==> src/rtl/btn_pkg.sv <==
// Shared types and default timing constants for the push-button conditioner.
package btn_pkg;

    typedef enum logic [1:0] {
        IDLE,
        DEB_PRESS,
        HELD,
        DEB_RELEASE
    } btn_state_t;

    // 10 ms debounce, 500 ms to first repeat, 200 ms repeat period at 100 MHz
    localparam int DEBOUNCE_CYCLES_DEF = 1000000;
    localparam int REPEAT_DELAY_DEF    = 50000000;
    localparam int REPEAT_PERIOD_DEF   = 20000000;

    function automatic int max3(input int a, input int b, input int c);
        int m;
        m = (a > b) ? a : b;
        return (m > c) ? m : c;
    endfunction

endpackage

==> src/rtl/sync_2ff.sv <==
// Two-flop synchronizer that brings the asynchronous button level into the clk domain.
module sync_2ff (
    input  logic clk,
    input  logic reset,
    input  logic d,
    output logic q
);

    logic meta;

    // NOTE: sequential state uses non-blocking assignments so both flops sample before either updates.
    always_ff @(posedge clk or negedge reset) begin
        if (!reset) begin
            meta <= 1'b0;
            q    <= 1'b0;
        end else begin
            meta <= d;
            q    <= meta;
        end
    end

endmodule

==> src/rtl/button_conditioner.sv <==
// Debounces a raw button into a level plus press/release strobes.
// Optional auto-repeat of the press strobe is enabled by defining BTN_AUTOREPEAT_EN.
module button_conditioner
    import btn_pkg::*;
#(
    parameter int DEBOUNCE_CYCLES = DEBOUNCE_CYCLES_DEF,
    parameter int REPEAT_DELAY    = REPEAT_DELAY_DEF,
    parameter int REPEAT_PERIOD   = REPEAT_PERIOD_DEF
) (
    input  logic clk,
    input  logic reset,
    input  logic btn_in,
    output logic btn_level,
    output logic btn_pulse,
    output logic btn_release
);

    localparam int CW = $clog2(max3(DEBOUNCE_CYCLES, REPEAT_DELAY, REPEAT_PERIOD)) + 1;
    localparam logic [CW-1:0] DEB_LAST = CW'(DEBOUNCE_CYCLES - 1);

    generate
        if (DEBOUNCE_CYCLES < 2) begin : g_bad_debounce
            $error("button_conditioner: DEBOUNCE_CYCLES must be at least 2");
        end
    endgenerate

    btn_state_t    state;
    logic [CW-1:0] deb_cnt;
    logic          btn_sync;

    sync_2ff u_sync (
        .clk   (clk),
        .reset (reset),
        .d     (btn_in),
        .q     (btn_sync)
    );

`ifdef BTN_AUTOREPEAT_EN
    localparam logic [CW-1:0] REP_DELAY_LAST  = CW'(REPEAT_DELAY - 1);
    localparam logic [CW-1:0] REP_PERIOD_LAST = CW'(REPEAT_PERIOD - 1);

    logic [CW-1:0] rep_cnt;
    logic          rep_first;
    logic          rep_active;
    logic          rep_fire;

    // Repeats keep running through a release bounce; only a fresh press restarts them.
    assign rep_active = (state == HELD) || (state == DEB_RELEASE);
    assign rep_fire   = rep_active &&
                        (rep_cnt == (rep_first ? REP_DELAY_LAST : REP_PERIOD_LAST));
`endif

    always_ff @(posedge clk or negedge reset) begin
        if (!reset) begin
            state       <= IDLE;
            deb_cnt     <= '0;
            btn_level   <= 1'b0;
            btn_pulse   <= 1'b0;
            btn_release <= 1'b0;
`ifdef BTN_AUTOREPEAT_EN
            rep_cnt     <= '0;
            rep_first   <= 1'b1;
`endif
        end else begin
            // NOTE: strobes default low every cycle so each one lasts exactly one clock.
            btn_pulse   <= 1'b0;
            btn_release <= 1'b0;
`ifdef BTN_AUTOREPEAT_EN
            if (rep_fire) begin
                rep_cnt   <= '0;
                rep_first <= 1'b0;
                btn_pulse <= 1'b1;
            end else if (rep_active) begin
                rep_cnt <= rep_cnt + 1'b1;
            end
`endif
            case (state)
                IDLE: begin
                    if (btn_sync) begin
                        state   <= DEB_PRESS;
                        deb_cnt <= '0;
                    end
                end
                DEB_PRESS: begin
                    if (!btn_sync) begin
                        state   <= IDLE;
                        deb_cnt <= '0;
                    end else if (deb_cnt == DEB_LAST) begin
                        state     <= HELD;
                        btn_level <= 1'b1;
                        btn_pulse <= 1'b1;
`ifdef BTN_AUTOREPEAT_EN
                        rep_cnt   <= '0;
                        rep_first <= 1'b1;
`endif
                    end else begin
                        deb_cnt <= deb_cnt + 1'b1;
                    end
                end
                HELD: begin
                    if (!btn_sync) begin
                        state   <= DEB_RELEASE;
                        deb_cnt <= '0;
                    end
                end
                DEB_RELEASE: begin
                    if (btn_sync) begin
                        state   <= HELD;
                        deb_cnt <= '0;
                    end else if (deb_cnt == DEB_LAST) begin
                        // Release wins over a coincident repeat so the strobes never overlap.
                        state       <= IDLE;
                        btn_level   <= 1'b0;
                        btn_release <= 1'b1;
                        btn_pulse   <= 1'b0;
                    end else begin
                        deb_cnt <= deb_cnt + 1'b1;
                    end
                end
                default: begin
                    state   <= IDLE;
                    deb_cnt <= '0;
                end
            endcase
        end
    end

endmodule

==> config.mk <==
export PLATFORM = sky130hd
export DESIGN_NAME = button_conditioner
export DESIGN_NICKNAME = d
export VERILOG_FILES = /design/src/rtl/btn_pkg.sv /design/src/rtl/sync_2ff.sv /design/src/rtl/button_conditioner.sv
export SDC_FILE = /design/constraint.sdc
export NUM_CORES = 1
export LEC_CHECK = 0
export CAP_MARGIN = 20
export CORE_MARGIN = 3
export CORE_UTILIZATION = 50
export CTS_BUF_LIST = sky130_fd_sc_hd__clkbuf_16
export CTS_CLUSTER_DIAMETER = 60
export DETAILED_ROUTE_END_ITERATION = 16
export PLACE_DENSITY = 0.67
export SLEW_MARGIN = 0
export SYNTH_ARGS = -nofsm -noshare
export SYNTH_HDL_FRONTEND = slang
export SYNTH_SLANG_ARGS = --single-unit
==> constraint.sdc <==
create_clock -name clk -period 3.8 [get_ports clk]
set_clock_uncertainty 0.15 [all_clocks]
set_input_delay 0.57 -clock clk [delete_from_list [all_inputs] [get_ports clk]]
set_output_delay 0.57 -clock clk [all_outputs]
set_load 0.005 [all_outputs]
==> qor.csv, run 1 <==
stage;metric;value;unit
critical_path;worstSetupStartpoint;state[0];
critical_path;critical_path.startpoint_type;register;
yosys;syn-instance-count;186;
cts;cts_setup_buffers;0;
timing;min_period;2350;ps
global_routing;grt_overflow;0;
power_and_ir_drop;power.internal;611;µW
cells_and_area;nFillCells;314;
yosys;syn_nets;190;
cts;cts_tree;done;
timing;slew_headroom;0.519;
placed_design;detailed_place_hpwl;2.68;mm
yosys;synth_top_area_share;0.458;
placed_design;dp_cells;229;
cts;clk_latency;270;ps
cells_and_area;syn_to_final_growth;10.9;%
power_and_ir_drop;seqPwrFrac;0.481;
critical_path;worst-r2r-setup-slack;1450;ps
power_and_ir_drop;p_sw_frac;0.211;
timing;hold_viol_final;0;
yosys;synthTopCellsByArea;dfrtp_1, xor2_1, nand4_1;
route;wl_per_cell;16.0;µm
timing;period_share;0.618;
floorplan;die_h;67.0;µm
yosys;synth_seq_cells;34;
route;dr.pass1.iters;4;
floorplan;row_count;21;
power_and_ir_drop;p_per_area;376;nW/µm²
critical_path;cp_max_fo;19;
yosys;synth_edf_count;0;
critical_path;r2r_cells;4;
power_and_ir_drop;leakagePower;0.000882;µW
timing;finalSetupViolations;0;
cells_and_area;finalNonFillerCells;237;
critical_path;critPathArrivalTime;2410;ps
global_routing;grt_usage;0.203;
yosys;ys_seq_area_frac;0.458;
floorplan;io_pins;6;
critical_path;endpoint_kind;register;
cells_and_area;nets;194;
floorplan;dieArea;4480;µm²
cts;ctsResizeCount;0;
cts;htree_num_levels;2;
placed_design;port_buffers;5;
timing;rsz0062_at_grt;no;
power_and_ir_drop;p_switching;163;µW
route;vias;1460;
yosys;synth_flop_cell;dfrtp_1;
timing;max_freq;426;MHz
route;totalWireLength;3.79;mm
cts;postCtsHoldBufs;0;
min_path;hold_class;reg2reg;
power_and_ir_drop;combPwrFrac;0.038;
route;antenna_left;0;
run_status;status;finished, final reports clean;
placed_design;routabilityCongestion;0.826;
route;drcViolationCount;0;
critical_path;crit_path_end;deb_cnt[13];
timing;fin_tns_setup;0;ps
critical_path;r2r_start;state[0];
global_routing;antenna_found_initial;0;
yosys;yosysWarnings;0;
global_routing;grt_start_max_net_pins;35;
yosys;syn_avg_cell_area;9.99;µm²
power_and_ir_drop;clockPowerShare;0.481;
global_routing;first_global_vias;1421;
yosys;async_flop_share;1.00;
yosys;syn_area;1860;µm²
cts;cts-root-buf;clkbuf_16;
timing;maxSlewViolCount;0;
cells_and_area;num_antenna_cells;0;
power_and_ir_drop;vdd_drop_max;255;µV
critical_path;critPathRequiredTime;3870;ps
floorplan;core;3470;µm²
job;drv_cap;0;
route;dr.first_iter.drc_count;74;
floorplan;die_w;67.0;µm
cts;clk_pin_slew;50;ps
floorplan;initial_core_util;0.536;
critical_path;crit_type;reg2reg;
cts;clockBufferDepth;2;
critical_path;r2r-end;deb_cnt[13];
cts;cts.sinks;34;
yosys;synth_top_area_cell;dfrtp_1;
yosys;synth.distinct_cells;47;
global_routing;grt_pass1_wl;6.56;mm
timing;worstMarginPinSlew;721;ps
route;avgViaCountPerCell;6.16;
cells_and_area;drive_above_1_share;0.110;
cts;cts_made_buffers;5;
## power by group through the flow
stage | Sequential, µW | Combinational (µW) | Clock [µW]
finish | 372 | 29.3 | 372
global route | 373 | 33.7 | 397
CTS | 372 | 30.2 | 382
detailed placement | 378 | 30.3 | 0
global placement | 378 | 28.8 | 0
floorplan | 375 | 20.2 | 0
## layout by cell type, fill, tap and decap left out, drive strengths merged, types with 6 or more instances in the layout
cell type | synthesis | final
nand4 | 11 | 11
o21ai | 9 | 9
nor2 | 15 | 15
a21oi | 10 | 10
or3 | 6 | 6
and3 | 11 | 11
xor2 | 12 | 12
and4 | 6 | 6
nand3 | 8 | 8
dfrtp | 34 | 34
nand2 | 11 | 11
## worst min-delay path by stage
stage,end,slack (ps),cells after the start,startpoint
final,u_sync.q,200,0,u_sync.meta
after global routing,u_sync.q,230,0,u_sync.meta
after CTS,u_sync.q,210,0,u_sync.meta
after detailed placement,u_sync.q,200,0,u_sync.meta
after global placement,u_sync.q,190,0,u_sync.meta
after floorplan,async pin,120,0,reset
## Yosys cell counts, types with 2 or more instances
cell type,instances
nand4_1,9
clkbuf_1,3
o21a_1,2
and4_1,5
nor2_1,14
o21ai_0,9
a21oi_1,10
nor4b_1,2
dfrtp_1,34
xor2_1,11
xnor2_1,2
o2111ai_1,3
nand2_1,11
and3_1,7
buf_2,4
and3_2,4
or3_1,6
o31ai_1,5
nand3_1,8
o22ai_1,2
a31oi_1,2
inv_1,2
and2_1,4
nor3_1,4
## routing by layer
layer / global-route usage / vias to the layer above / wire length (µm)
li1: - / 700 / -
met1: 0.247 / 724 / 1770
met3: 0.0624 / 9 / 149
met2: 0.314 / 27 / 1780
met4: 0.122 / 0 / 97
met5: 0 / - / 0
## stage by stage
| stage | util | worst slack [ps] | total power [µW] | hold WS (ps) | cell area [µm²] |
|---|---|---|---|---|---|
| 2_1_floorplan | - | 1890 | 395 | 124 | 1860 |
| 3_3_place_gp | 0.554 | 1560 | 406 | 192 | 1920 |
| 3_5_place_dp | 0.554 | 1450 | 408 | 196 | 1920 |
| 4_1_cts | 0.594 | 1450 | 784 | 207 | 2060 |
| 5_1_grt | 0.594 | 1280 | 803 | 227 | 2060 |
| 6_report | 0.594 | 1450 | 774 | 204 | 2060 |
## flip-flops by register name, summed over array words and instances (netlist names), named ones only
register / cells
deb_cnt: 27
state: 1
u_sync.meta: 1
btn_release: 1
u_sync.q: 1
btn_pulse: 1
btn_level: 1
## final cells by class
type / instances / area, µm² / area share
repair buffers: 6 / 57.6 / 0.0279
clock buffers: 5 / 125 / 0.0607
multi-input cells: 141 / 950 / 0.461
flip-flops and latches: 34 / 851 / 0.413
well taps: 46 / 57.6 / 0.0279
inverters: 2 / 7.51 / 0.00364
clock inverters: 3 / 12.5 / 0.00607
## critical path, stage by stage (launching register included)
cell and delay, ps:
dfrtp_1 730, nand2_1 390, and2_1 510, or3_1 440, nand2_1 70
## logic make-up after synthesis
group	synth area share
compound gates	0.147
xor+xnor	0.0700
fa+ha+maj	0.00673
buf+inv	0.0310
flops	0.458
mux	0.00539
simple gates	0.282
Note: power is estimated with default switching activity, not from simulation.
==> run 2: changes to the inputs <==
==> constraint.sdc (replaced) <==
create_clock -name clk -period 2.3 [get_ports clk]
set_clock_uncertainty 0.15 [all_clocks]
set_input_delay 0.345 -clock clk [delete_from_list [all_inputs] [get_ports clk]]
set_output_delay 0.345 -clock clk [all_outputs]
set_load 0.005 [all_outputs]
==> run 2 against run 1 <==
  * Hold slack is essentially flat
  * Wire length is 5.7% higher
  * Non-clock buffer count rose by 6
  * First-iteration DRC count increased by 73%
  * Critical path type unchanged
  * Critical endpoint is now btn_level
  * Largest cell class unchanged
  * Highest routed layer unchanged
==> qor.csv, run 2 (synthesis gave the netlist of run 1 again) <==
stage;metric;value;unit;change
global_routing;antenna_found_initial;0;;unchanged
power_and_ir_drop;power.internal;1010;µW;was 611 µW
critical_path;cp_max_fo;8;;was 19
global_routing;grt_pass1_wl;7.04;mm;was 6.56 mm
cells_and_area;layout_common_cells;dfrtp_1, nor2_1, nand2_1, xor2_1, a21oi_1;;unchanged
job;drv_cap;0;;unchanged
min_path;hold_class;reg2reg;;unchanged
floorplan;io_pins;6;;unchanged
cts;cts-root-buf;clkbuf_16;;unchanged
floorplan;initial_core_util;0.536;;unchanged
cells_and_area;largest_register;deb_cnt;;unchanged
route;avgViaCountPerCell;6.33;;was 6.16
placed_design;routabilityCongestion;0.822;;was 0.826
power_and_ir_drop;p_total;1270;µW;was 774 µW
timing;period_share;0.938;;was 0.618
timing;fin_tns_setup;0;ps;unchanged
power_and_ir_drop;vdd_drop_max;443;µV;was 255 µV
timing;worstMarginPinSlew;503;ps;was 721 ps
cts;cts_made_buffers;5;;unchanged
global_routing;grt_usage;0.212;;was 0.203
floorplan;die_w;67.0;µm;unchanged
critical_path;cp_slowest_stage_delay;510;ps;was 730 ps
route;dr.first_iter.drc_count;128;;was 74
timing;min_period;2160;ps;was 2350 ps
power_and_ir_drop;p_switching;263;µW;was 163 µW
power_and_ir_drop;seqPwrFrac;0.484;;was 0.481
power_and_ir_drop;p_sw_frac;0.207;;was 0.211
cts;clk_pin_slew;50;ps;about the same
cts;htree_num_levels;2;;unchanged
cells_and_area;syn_to_final_growth;12.9;%;was 10.9%
cts;cts.sinks;34;;unchanged
critical_path;critPathArrivalTime;2160;ps;was 2410 ps
timing;hold_viol_final;0;;unchanged
critical_path;endpoint_kind;register;;unchanged
timing;slew_headroom;0.662;;was 0.519
cells_and_area;mostFrequentLayoutCell;dfrtp_1;;unchanged
route;vias;1526;;was 1460
critical_path;crit_type;reg2reg;;unchanged
timing;holdWs;204;ps;about the same
cts;postCtsHoldBufs;0;;unchanged
cts;ctsResizeCount;0;;unchanged
floorplan;die_h;67.0;µm;unchanged
placed_design;detailed_place_hpwl;2.89;mm;was 2.68 mm
critical_path;critical_path.startpoint_type;register;;unchanged
critical_path;critPathRequiredTime;2300;ps;was 3870 ps
floorplan;dieArea;4480;µm²;unchanged
power_and_ir_drop;leakagePower;0.000901;µW;was 0.000882 µW
route;drcViolationCount;0;;unchanged
route;dr.pass1.iters;4;;unchanged
cells_and_area;num_antenna_cells;0;;unchanged
timing;rsz0062_at_grt;yes;;was no
route;antenna_left;0;;unchanged
cells_and_area;fin_area;2100;µm²;was 2060 µm²
cts;clk_latency;270;ps;about the same
timing;finalSetupViolations;0;;unchanged
timing;max_freq;463;MHz;was 426 MHz
critical_path;worstPathCellList;nor4_1 -> nand4_4 -> or2_1 -> o31ai_1 -> a21oi_1;;was nand2_1 -> and2_1 -> or3_1 -> nand2_1
cells_and_area;largest_register_ffs;27;;unchanged
power_and_ir_drop;combPwrFrac;0.044;;was 0.038
critical_path;cp_slowest_cell;nor4_1;;was dfrtp_1
placed_design;place_area;1970;µm²;was 1920 µm²
timing;maxSlewViolCount;0;;unchanged
floorplan;core;3470;µm²;unchanged
route;totalWireLength;4.01;mm;was 3.79 mm
floorplan;row_count;21;;unchanged
cells_and_area;nets;200;;was 194
global_routing;first_global_vias;1570;;was 1421
power_and_ir_drop;p_per_area;606;nW/µm²;was 376 nW/µm²
global_routing;grt_overflow;0;;unchanged
global_routing;grt_start_max_net_pins;35;;unchanged
cts;clockBufferDepth;2;;unchanged
cts;cts_tree;done;;unchanged
power_and_ir_drop;clockPowerShare;0.473;;was 0.481
placed_design;port_buffers;5;;unchanged
route;wl_per_cell;16.6;µm;was 16.0 µm
cells_and_area;drive_above_1_share;0.133;;was 0.110
run_status;status;finished, final reports clean;;unchanged
run 2: changes by cell type in the layout (fill, tap and decap cells not counted):
| cell | previous run | this run |
|---|---|---|
| inv_1 | 3 | 2 |
| buf_4 | 1 | 7 |
| clkinv_2 | 1 | 0 |
run 2: layout make-up:
type	instances	area, µm²
fillers	309	1370
clock inverters	1	3.75
well taps	46	57.6
inverters	2	7.51
repair buffers	12	103
flip-flops and latches	34	851
multi-input cells	141	950
clock buffers	5	125
run 2: worst max-delay path, delay by kind of cell, from the launching register on:
| family | cells | cell delay (ps) |
|---|---|---|
| flops | 1 | 420 |
| compound gates | 2 | 330 |
| simple gates | 3 | 1130 |
run 2: through the flow:
| step | setup WS, ps | util | cells |
|---|---|---|---|
| 6_report | 142 | 0.605 | 241 |
| 4_1_cts | 162 | 0.605 | 241 |
| 3_3_place_gp | 244 | 0.567 | 235 |
| 2_1_floorplan | 388 | - | 186 |
| 5_1_grt | -14.2 | 0.605 | 241 |
| 3_5_place_dp | 180 | 0.567 | 235 |
run 2: repair_timing:
item	in CTS	in global routing
endpoints found under the hold margin	0	0
endpoints found under the setup margin	0	1
buffers inserted	0	0
run 2: metal layers:
| metal | vias up | GRT usage | wire (µm) |
|---|---|---|---|
| li1 | 707 | - | - |
| met1 | 756 | 0.262 | 1700 |
| met2 | 55 | 0.343 | 2010 |
| met3 | 8 | 0.0540 | 233 |
| met4 | 0 | 0.0987 | 66 |
| met5 | - | 0 | 0 |
run 2: power groups by stage:
stage / clock network (µW) / logic (µW) / registers, µW
global placement: 0 / 55.1 / 624
CTS: 612 / 56.9 / 614
floorplan: 0 / 33.3 / 619
detailed placement: 0 / 56.6 / 624
finish: 600 / 55.6 / 614
global route: 642 / 63.0 / 615
run 2: worst paths after layout:
kind / startpoint / end / slack, ps / cells past startpoint
worst max-delay path: deb_cnt[7] / btn_level / 140 / 5
worst min-delay path: u_sync.meta / u_sync.q / 200 / 0
worst max register to register: deb_cnt[7] / btn_level / 140 / 5
worst min register to register: u_sync.meta / u_sync.q / 200 / 0
max in group asynchronous: reset / deb_cnt[0] / 1360 / 2
min in group asynchronous: reset / deb_cnt[22] / 340 / 2
